**src/rtl/memwb_skid_reg.sv**
```systemverilog
// MEM/WB pipeline register: two-entry skid buffer (head H, skid S) with flush,
// register-0 write guard, newest-first forwarding lookups and a retire counter.
module memwb_skid_reg #(
    parameter int XLEN       = 32,
    parameter int REG_AW     = 5,
    parameter int ZERO_GUARD = 1,
    parameter int CNT_W      = 32
) (
    input  logic              clk,
    input  logic              rst,
    input  logic              flush,
    input  logic              in_valid,
    output logic              in_ready,
    input  logic              in_wb_en,
    input  logic [REG_AW-1:0] in_rd,
    input  logic [XLEN-1:0]   in_result,
    input  logic              in_s_flag,
    input  logic              out_ready,
    output logic              out_valid,
    output logic              regbag_w_en,
    output logic [REG_AW-1:0] regbag_w_addr,
    output logic [XLEN-1:0]   regbag_w_data,
    output logic              s_flag_o,
    input  logic [REG_AW-1:0] fwd_rs1,
    input  logic [REG_AW-1:0] fwd_rs2,
    output logic              fwd_hit1,
    output logic              fwd_hit2,
    output logic [XLEN-1:0]   fwd_data1,
    output logic [XLEN-1:0]   fwd_data2,
    output logic [CNT_W-1:0]  retire_cnt
);

    logic              h_valid, h_wen, h_sflag;
    logic [REG_AW-1:0] h_rd;
    logic [XLEN-1:0]   h_result;
    logic              s_valid, s_wen, s_sflag;
    logic [REG_AW-1:0] s_rd;
    logic [XLEN-1:0]   s_result;
    logic              in_ready_q;

    logic accept, pop, in_wen;
    logic s_m1, h_m1, s_m2, h_m2;

    // Write enable is resolved once, at accept time, so the head drives the port directly.
    assign in_wen = in_wb_en & ~in_s_flag & ~((ZERO_GUARD != 0) && (in_rd == '0));
    assign accept = in_valid & in_ready_q & ~flush;
    assign pop    = h_valid & out_ready;

    always_ff @(posedge clk) begin
        if (rst) begin
            h_valid    <= 1'b0;
            h_wen      <= 1'b0;
            h_sflag    <= 1'b0;
            h_rd       <= '0;
            h_result   <= '0;
            s_valid    <= 1'b0;
            s_wen      <= 1'b0;
            s_sflag    <= 1'b0;
            s_rd       <= '0;
            s_result   <= '0;
            in_ready_q <= 1'b1;
            retire_cnt <= '0;
        end else begin
            if (pop)
                retire_cnt <= retire_cnt + CNT_W'(1);
            if (flush) begin
                h_valid    <= 1'b0;
                s_valid    <= 1'b0;
                in_ready_q <= 1'b1;
            end else if (!h_valid || (pop && !s_valid)) begin
                if (accept) begin
                    h_valid  <= 1'b1;
                    h_wen    <= in_wen;
                    h_sflag  <= in_s_flag;
                    h_rd     <= in_rd;
                    h_result <= in_result;
                end else begin
                    h_valid  <= 1'b0;
                end
                in_ready_q <= ~s_valid;
            end else if (pop) begin
                // Skid entry advances; ready returns on the following edge.
                h_valid    <= 1'b1;
                h_wen      <= s_wen;
                h_sflag    <= s_sflag;
                h_rd       <= s_rd;
                h_result   <= s_result;
                s_valid    <= 1'b0;
                in_ready_q <= 1'b1;
            end else if (accept) begin
                s_valid    <= 1'b1;
                s_wen      <= in_wen;
                s_sflag    <= in_s_flag;
                s_rd       <= in_rd;
                s_result   <= in_result;
                in_ready_q <= 1'b0;
            end
        end
    end

    assign in_ready      = in_ready_q;
    assign out_valid     = h_valid;
    assign regbag_w_en   = h_valid & h_wen & out_ready;
    assign regbag_w_addr = h_rd;
    assign regbag_w_data = h_result;
    assign s_flag_o      = h_valid ? h_sflag : 1'b1;

    // S is younger than H, so it wins when both match.
    assign s_m1 = s_valid & s_wen & (s_rd == fwd_rs1);
    assign h_m1 = h_valid & h_wen & (h_rd == fwd_rs1);
    assign s_m2 = s_valid & s_wen & (s_rd == fwd_rs2);
    assign h_m2 = h_valid & h_wen & (h_rd == fwd_rs2);

    assign fwd_hit1  = s_m1 | h_m1;
    assign fwd_hit2  = s_m2 | h_m2;
    assign fwd_data1 = s_m1 ? s_result : (h_m1 ? h_result : '0);
    assign fwd_data2 = s_m2 ? s_result : (h_m2 ? h_result : '0);

endmodule

```
**config.mk**
```make
export PLATFORM = sky130hd
export DESIGN_NAME = memwb_skid_reg
export DESIGN_NICKNAME = d
export VERILOG_FILES = /design/src/rtl/memwb_skid_reg.sv
export SDC_FILE = /design/constraint.sdc
export NUM_CORES = 1
export LEC_CHECK = 0
export CAP_MARGIN = 20
export CORE_MARGIN = 5
export CORE_UTILIZATION = 40
export CTS_BUF_LIST = sky130_fd_sc_hd__clkbuf_4
export DETAILED_ROUTE_END_ITERATION = 16
export PLACE_DENSITY = 0.73
export SLEW_MARGIN = 20
export SYNTH_ARGS = -nofsm -noshare
export SYNTH_HDL_FRONTEND = slang
export SYNTH_SLANG_ARGS = --single-unit
export TNS_END_PERCENT = 1
```
**constraint.sdc**
```tcl
create_clock -name clk -period 4.35 [get_ports clk]
set_input_delay 0.87 -clock clk [delete_from_list [all_inputs] [get_ports clk]]
set_output_delay 0.87 -clock clk [all_outputs]
set_load 0.1 [all_outputs]
```
# ---- Yosys cells after proc, flatten, opt, wreduce, memory -nomap -nowiden
# Cells that the tools add are included.
dict set report op_classes {
  n_bitwise 20
  n_reduce_logical 12
  n_addsub 1
  mux 25
  eq_ne 5
}
# op count
set op_table {}
lappend op_table {{$mux W32} 7}
lappend op_table {{$add A32 B1 Y32 const B} 1}
lappend op_table {{$eq A5 B5 Y1} 4}
lappend op_table {{$mux W1} 15}
lappend op_table {{$mux W5} 3}
lappend op_table {{$and A1 B1 Y1} 12}
lappend op_table {{$not A1 Y1} 6}
lappend op_table {{$logic_not A5 Y1} 1}
lappend op_table {{$reduce_and A4 Y1} 1}
lappend op_table {{$reduce_bool A2 Y1} 2}
lappend op_table {{$reduce_and A3 Y1} 1}
lappend op_table {{$reduce_bool A3 Y1} 1}
lappend op_table {{$logic_not A1 Y1} 2}
lappend op_table {{$ne A2 B2 Y1 const B} 1}
lappend op_table {{$or A1 B1 Y1} 2}
lappend op_table {{$reduce_and A2 Y1} 1}
lappend op_table {{$reduce_or A2 Y1} 1}
lappend op_table {{$logic_and A1 B1 Y1} 1}
lappend op_table {{$logic_or A1 B1 Y1} 1}
dict set report totals {
  inputBits 54
  register_bits 113
  word_cells 75
  output_inout_bits 139
}

# ---- Longest topological paths before layout
# Gate-level depths: netlist of the first run.
dict set report depth {
  depth_word 5
  depth_mapped 7
  mapped_depth_nobuf 6
}

# ---- Worst setup path before layout of the first run
# No wires, ideal clock.
dict set report synth_path {
  path_type {register to output}
  start {register h_rd[4] (netlist: regbag_w_addr[4])}
  end {output port fwd_data1[10]}
  arrival_ns 2.738
  n_path_buf 1
  t_required_ns 3.480
  slack_ns 0.742
  stages_incl_launch_ff 7
  cell_sequence {dfxtp_1 xor2_1 nor4_1 nand4_1 nor2_1 buf_2 a22o_1}
}
dict set report synth_between {
  elab_chain_cells 4
}
# item line
set synth_lines {}
lappend synth_lines {{start: declaration} 34} ;# logic [REG_AW-1:0] h_rd;
lappend synth_lines {{start signal: assignment} 75} ;# h_rd <= in_rd;
lappend synth_lines {{start signal: assignment} 86} ;# h_rd <= s_rd;
lappend synth_lines {{$eq A5 B5 Y1} 110} ;# assign h_m1 = h_valid & h_wen & (h_rd == fwd_rs1);
lappend synth_lines {{$and A1 B1 Y1} 110}
lappend synth_lines {{$mux W32 (2 in a row)} 116} ;# assign fwd_data1 = s_m1 ? s_result : (h_m1 ? h_result : '0);
lappend synth_lines {{end: declaration} 28} ;# output logic [XLEN-1:0] fwd_data1,
# No other way between the ends.

# ---- Final worst setup path of the first run
dict set report layout_path {
  start {input port fwd_rs1[4]}
  end {output port fwd_data1[20]}
}
dict set report layout_between {
  elab_chain_cells 4
  word_cells_on_any_way 6
  classes_between {2 x eq/ne; 2 x mux; 2 x bitwise}
}
# item line
set layout_lines {}
lappend layout_lines {{start: declaration} 24} ;# input logic [REG_AW-1:0] fwd_rs1,
lappend layout_lines {{$eq A5 B5 Y1} 110}
lappend layout_lines {{$and A1 B1 Y1} 110}
lappend layout_lines {{$mux W32} 116}
lappend layout_lines {{$mux W32 (*)} 116}
# Every way passes the cells marked *; elsewhere a longest branch is shown, timed or not.

==> results by group, run 1 <==
Status
  – Status: finished, final reports clean

Synthesis
  – Predominant post-synthesis flop cell: dfxtp_1
  – Mean Syn Cell Area: 8.59 um^2
  – Seq/Total Area, Yosys: 41.2%
  – Synthesized Nets: 694
  – Async SR Flop Fraction: 0%
  – EDFF count, synth: 0
  – Flops & latches, synth: 113
  – Yosys warnings: 0
  – Distinct cells, synth: 38
  – Post-Syn Area: 0.00549 mm^2
  – Syn Inst Count: 639

Setup path
  – R2r endpoint: retire_cnt[30]$_SDFFE_PP0N_
  – Max incr delay on CP: 0.47 ns
  – Reg2Reg Depth: 5
  – Crit Path Category: in -> out
  – WP data required: 3.48 ns
  – CP max FO: 32
  – Nature of the critical path startpoint: input port
  – Cell breakdown of the critical path: clkdlybuf4s50_1 -> xor2_1 -> nor4_1 -> nand4_1 -> nor2_2 -> buf_4 -> a22o_1 -> buf_12
  – Crit end category: output port
  – Crit-path slowest cell: clkdlybuf4s50_1
  – Buf+Inv Stages, Crit Path: 3
  – Worst path arrival time: 2.92 ns
  – Flop-to-flop setup slack: 2.07 ns
  – Critical R2R Launch: out_valid$_SDFFE_PP0P_
  – Cell family with most CP delay: buffers and inverters

Die
  – DIE WIDTH: 127 um
  – # IOs: 193
  – Initial Utilization: 41.1%
  – Die Area: 0.0162 mm^2
  – Die height: 127 um
  – Core area: 0.0133 mm^2
  – Row count: 42

CTS
  – H-tree Lvls: 4
  – Post-cts resize count: 0
  – Clock latency on the worst-skew pair: 0.51 ns
  – Clock sink count: 113
  – Hold_buf cts: 0
  – CTS tree: yes
  – Clock buffer depth: 2
  – Root buffer cell: clkbuf_4
  – TritonCTS buffer count: 17
  – Clock-pin slew of the registers on the worst-case setup and hold paths: 0.09 ns
  – Total setup buffers inserted after CTS: 0

Finish
  – Fillers: 1109
  – Commonest non-fill, non-tap cell in the layout: clkdlybuf4s50_1
  – Final Core Density: 63.1%
  – Synthesis-to-layout area growth: 53.3%
  – Layout cell share with drive strength beyond 1: 14.3%
  – Fin nets: 864
  – Most frequent cells in the layout: clkdlybuf4s50_1 (124), dfxtp_1 (113), nand2_1 (90)
  – N_diodes: 0

Global route
  – Overall Global Routing Usage: 21.5%
  – Gr ovfl total: 0
  – Vias in the first global route: 5382
  – Initial antenna violation count: 0
  – Pin count of the biggest net entering global routing: 114
  – First-pass GRT wire length: 28200 um

Timing
  – Worst hold margin: 0.478 ns
  – Hold violation total from the final report: 0
  – Final setup skew: 0.0147 ns
  – Final setup vio count: 0
  – Max-slew violations: 0
  – Slew headroom: 30.7%
  – Final worst-path cycle share: 87.0%
  – Setup TNS: 0 ns
  – Max Freq: 264 MHz
  – RSZ-0062 raised after global routing: no
  – Period minus WS final: 3.79 ns
  – Slew @ Worst Pin: 1.04 ns

Min path
  – Hold Crit Depth: 2
  – Path type of the worst min-delay path: reg -> reg
  – Worst Hold End: s_sflag$_SDFFE_PP0P_
  – Hold Crit Start: s_sflag$_SDFFE_PP0P_

Drt
  – DRT Pass-1 Iters: 4
  – DRT iter0 DRCs: 294
  – Post-Route WL: 17700 um
  – Detail Route Antenna Nets: 0
  – Wire per inst: 17.7 um
  – Routed vias/inst: 5.43
  – DRC: 0
  – Via count: 5418

Pwr
  – Peak supply drop: 0.000184 V
  – Power Density: 256 mW/mm^2
  – Leakage Power: 3.28 nW

Placed design
  – Post-DP HPWL: 13000 um
  – Port bufs: 192
  – GP Congestion: 0.885

Job
  – Max-cap violations: 0
-- synthesized netlist by cell type (2+ instances only) --
master    number  share of area (%)
nor2_1        76                5.2
dfxtp_1      113                 41
nor2b_1        2               0.23
nor4_1         2               0.23
a22o_1        64                 10
inv_1          3               0.21
and4_1         4               0.64
nand4_1       13                1.5
a21oi_1       47                4.3
nand2b_1       3               0.34
and3_1         7               0.80
buf_2         13                1.2
mux2i_1       39                7.1
clkbuf_1      32                2.2
nand3b_1       2               0.27
o21ai_0        6               0.55
a211oi_1      39                5.3
nand3_1       11                1.0
xor2_1        32                5.1
nor3_2         3               0.55
or3_1          5               0.57
xnor2_1       15                2.4
buf_1          4               0.27
nand2_1       90                6.2
-- worst register-to-register path: cells and delay by family, from the launching register on --
kind	cells	cell delay, ns
AOI/OAI and AO/OA	1	0.15
and+or+nand+nor	4	1.30
DFF	1	0.78
-- area by class of cell --
type	count	area [um^2]	share of cell area, %
clock inverter	11	72.6	0.862
timing repair buffer	201	2650	31.5
tap	176	220	2.62
sequential	113	2260	26.9
inverter	3	11.3	0.134
clock buffer	20	150	1.78
multi-input combinational	473	3050	36.3
-- worst max-delay path by stage --
stage	end	slack [ns]	startpoint	cells after the start
after global placement	fwd_data2[14]	0.64	fwd_rs2[2]	8
after floorplan	fwd_data1[10]	0.74	regbag_w_addr[4]$_SDFFE_PP0P_	6
final	fwd_data1[20]	0.56	fwd_rs1[4]	8
after CTS	fwd_data1[20]	0.57	fwd_rs1[4]	8
after detailed placement	fwd_data1[20]	0.57	fwd_rs1[4]	8
after global routing	fwd_data2[1]	0.39	fwd_rs2[2]	8
-- kinds of logic (layout without fill, tap and decap cells) --
logic type / Yosys count / in the layout / synth area share [%]
adder cells (fa/ha/maj): 1 / 1 / 0.228
flip-flops: 113 / 113 / 41.2
buffers and inverters: 53 / 235 / 3.94
AND/OR/NAND/NOR: 228 / 228 / 19.4
AO/OA/AOI/OAI: 158 / 158 / 20.6
XOR/XNOR: 47 / 47 / 7.50
multiplexers: 39 / 39 / 7.11
-- flip-flops by register name (all words and copies together) (netlist names) --
| signal | cells |
|---|---|
| h_wen | 1 |
| s_valid | 1 |
| s_rd | 5 |
| regbag_w_data | 32 |
| retire_cnt | 32 |
| out_valid | 1 |
| regbag_w_addr | 5 |
| s_result | 32 |
| s_wen | 1 |
| in_ready | 1 |
| s_sflag | 1 |
| h_sflag | 1 |
-- report_power, final --
part,switching [mW],total (mW),leakage [nW],internal (mW)
registers,0.0358,1.10,0.918,1.06
clock network,0.364,0.647,0.131,0.284
logic,0.283,0.412,2.23,0.129
-- routing by layer --
| metal | vias to the layer above | global-route usage [%] | part of all wire [%] |
|---|---|---|---|
| li1 | 2628 | - | - |
| met1 | 2583 | 24.4 | 41 |
| met2 | 181 | 38.2 | 51 |
| met3 | 26 | 6.14 | 6.4 |
| met4 | 0 | 8.20 | 1.8 |
| met5 | - | 0 | 0 |
-- metrics by stage --
step	setup WS (ns)	instances	power [mW]	instance area (um^2)
after detailed placement	0.573	966	1.54	8190
after global routing	0.391	997	2.25	8420
final	0.563	997	2.16	8420
after CTS	0.569	997	2.19	8410
after global placement	0.642	966	1.52	8190
after floorplan	0.742	639	1.39	5490
(Power assumes the default switching activity.)
==> run 2, diff against run 1 <==
--- a/config.mk
+++ b/config.mk
@@ -6,7 +6,7 @@
 export NUM_CORES = 1
 export LEC_CHECK = 0
 export CAP_MARGIN = 20
-export CORE_MARGIN = 5
+export CORE_MARGIN = 4
 export CORE_UTILIZATION = 40
 export CTS_BUF_LIST = sky130_fd_sc_hd__clkbuf_4
 export DETAILED_ROUTE_END_ITERATION = 16
==> run 2 against run 1 <==
Sequential power about the same. Setup slack worse by 0.035 ns. Design area down 0.24%. Total power up 0.41%. Critical path depth unchanged. Register-to-register slack worse by 0.08 ns. Core utilization down 0.15 points. Die area down 3.1%. Non-clock buffer count down 1. Critical endpoint is now fwd_data1[21].
==> results by group, run 2 (synthesis gave the netlist of run 1 again) <==
Placed design
  – Place WS: 0.548 ns (-0.0255 ns)
  – Cells after DPL: 965 (-0.10%)
  – Post-DP HPWL: 12700 um (-2.4%)
  – GP Congestion: 0.891 (+0.64%)
  – DP Area: 0.00817 mm^2 (-0.24%)
  – Port bufs: 192 (unchanged)

Setup path
  – Worst path arrival time: 2.95 ns (+0.03 ns)
  – Nature of the critical path startpoint: input port
  – WP data required: 3.48 ns (about the same)
  – Crit end category: output port
  – Crit Path Category: in -> out
  – CP max FO: 32 (unchanged)

Min path
  – Path type of the worst min-delay path: reg -> reg

CTS
  – Clock buffer depth: 2 (unchanged)
  – Clock sink count: 113 (unchanged)
  – Hold_buf cts: 0 (unchanged)
  – Clock latency on the worst-skew pair: 0.52 ns (about the same)
  – Total setup buffers inserted after CTS: 0 (unchanged)
  – Root buffer cell: clkbuf_4
  – H-tree Lvls: 4 (unchanged)
  – Post-cts resize count: 0 (unchanged)
  – TritonCTS buffer count: 17 (unchanged)
  – CTS tree: yes
  – Clock-pin slew of the registers on the worst-case setup and hold paths: 0.09 ns (about the same)

Finish
  – Finished Cell Area: 0.00840 mm^2 (-0.24%)
  – Synthesis-to-layout area growth: 52.9%
  – Most frequent cells in the layout: clkdlybuf4s50_1 (124), dfxtp_1 (113), nand2_1 (90)
  – Commonest non-fill, non-tap cell in the layout: clkdlybuf4s50_1
  – Final Core Density: 62.9% (-0.15 points)
  – Final Non-Filler Cells: 995 (-0.20%)
  – Fin nets: 863 (-0.12%)
  – Layout cell share with drive strength beyond 1: 14.7% (+0.42 points)

Timing
  – Setup TNS: 0 ns (unchanged)
  – Hold violation total from the final report: 0 (unchanged)
  – Slew headroom: 31.6% (+0.94 points)
  – RSZ-0062 raised after global routing: no
  – Max-slew violations: 0 (unchanged)
  – Max Freq: 262 MHz (-0.91%)
  – Final setup vio count: 0 (unchanged)
  – Final worst-path cycle share: 87.9% (+0.80 points)
  – Period minus WS final: 3.82 ns (+0.0349 ns)
  – Setup ws final: 0.528 ns (-0.0349 ns)
  – Final setup skew: 0.0201 ns (+0.00539 ns)
  – Worst hold margin: 0.466 ns (-0.0121 ns)
  – Slew @ Worst Pin: 1.02 ns (-0.0141 ns)

Die
  – Die Area: 0.0157 mm^2 (-3.1%)
  – # IOs: 193 (unchanged)
  – DIE WIDTH: 125 um (-1.6%)
  – Row count: 42 (unchanged)
  – Initial Utilization: 41.1% (unchanged)
  – Core area: 0.0133 mm^2 (unchanged)
  – Die height: 125 um (-1.6%)

Pwr
  – Sw frac: 31.9% (+0.28 points)
  – Power Density: 258 mW/mm^2 (+0.65%)
  – Sw power: 0.691 mW (+1.3%)
  – Combinational Power Share: 18.9% (-0.2 points)
  – Final total power: 2.17 mW (+0.41%)
  – Seq pwr share: 50.8% (about the same)
  – Peak supply drop: 0.000130 V (-29%)
  – Leakage Power: 3.27 nW (-0.19%)
  – Clock power frac: 30.4% (+0.4 points)
  – P_int: 1.48 mW (about the same)

Global route
  – Vias in the first global route: 5378 (-0.074%)
  – Gr ovfl total: 0 (unchanged)
  – First-pass GRT wire length: 27900 um (-1.1%)
  – Pin count of the biggest net entering global routing: 114 (unchanged)
  – Initial antenna violation count: 0 (unchanged)
  – Overall Global Routing Usage: 21.7% (+0.21 points)

Drt
  – DRT Pass-1 Iters: 4 (unchanged)
  – Via count: 5394 (-0.44%)
  – Routed vias/inst: 5.42 (-0.24%)
  – DRC: 0 (unchanged)
  – Detail Route Antenna Nets: 0 (unchanged)
  – DRT iter0 DRCs: 432 (+47%)
  – Wire per inst: 17.5 um (-1.5%)
  – Post-Route WL: 17400 um (-1.7%)

Job
  – Max-cap violations: 0 (unchanged)

Status
  – Status: finished, final reports clean
## run 2: cell types whose count changed in the layout (fill, tap and decap cells not counted)
cell	delta
clkinv_1	-6
diode_2	+1
clkinv_2	+4
buf_12	-1
## run 2: worst paths after layout
path / startpoint / end / slack (ns) / depth (start not counted)
worst max-delay path: fwd_rs1[2] / fwd_data1[21] / 0.53 / 8
worst min-delay path: s_sflag$_SDFFE_PP0P_ / s_sflag$_SDFFE_PP0P_ / 0.47 / 2
worst max register to register: out_valid$_SDFFE_PP0P_ / s_result[22]$_SDFFE_PP0P_ / 1.99 / 5
worst min register to register: s_sflag$_SDFFE_PP0P_ / s_sflag$_SDFFE_PP0P_ / 0.47 / 2
## run 2: metal layers
metal / GRT usage, % / vias up / wire length (um)
li1: - / 2612 / -
met1: 25.8 / 2564 / 7480
met2: 36.5 / 187 / 8340
met3: 7.29 / 31 / 1100
met4: 7.97 / 0 / 454
met5: 0 / - / 0
## run 2: cell type report
class / instances / area (um^2)
Antenna cell: 1 / 2.50
Timing Repair Buffer: 200 / 2630
Multi-Input combinational cell: 473 / 3050
Inverter: 3 / 11.3
Tap cell: 176 / 220
Clock buffer: 20 / 150
Clock inverter: 9 / 70.1
Sequential cell: 113 / 2260
Fill cell: 1145 / 4950
## run 2: critical path, stage by stage
cell,delay [ns]
clkdlybuf4s50_1,0.48
xor2_1,0.17
nor4_1,0.28
nand4_1,0.18
nor2_2,0.13
buf_4,0.34
a22o_1,0.28
buf_12,0.20
## run 2: power groups by stage
| stage | clock network [mW] | registers (mW) | logic, mW |
|---|---|---|---|
| 6_report | 0.658 | 1.10 | 0.409 |
| 2_1_floorplan | 0 | 1.29 | 0.105 |
| 3_5_place_dp | 0 | 1.12 | 0.408 |
| 5_1_grt | 0.735 | 1.10 | 0.427 |
| 3_3_place_gp | 0 | 1.12 | 0.402 |
| 4_1_cts | 0.679 | 1.10 | 0.410 |
==> run 3, diff against run 2 <==
--- a/config.mk
+++ b/config.mk
@@ -10,6 +10,7 @@
 export CORE_UTILIZATION = 40
 export CTS_BUF_LIST = sky130_fd_sc_hd__clkbuf_4
 export DETAILED_ROUTE_END_ITERATION = 16
+export HOLD_SLACK_MARGIN = 0.06
 export PLACE_DENSITY = 0.73
 export SLEW_MARGIN = 20
 export SYNTH_ARGS = -nofsm -noshare
==> results of run 3 <==
The final DEF is identical to that of run 2; final timing and power are the same.
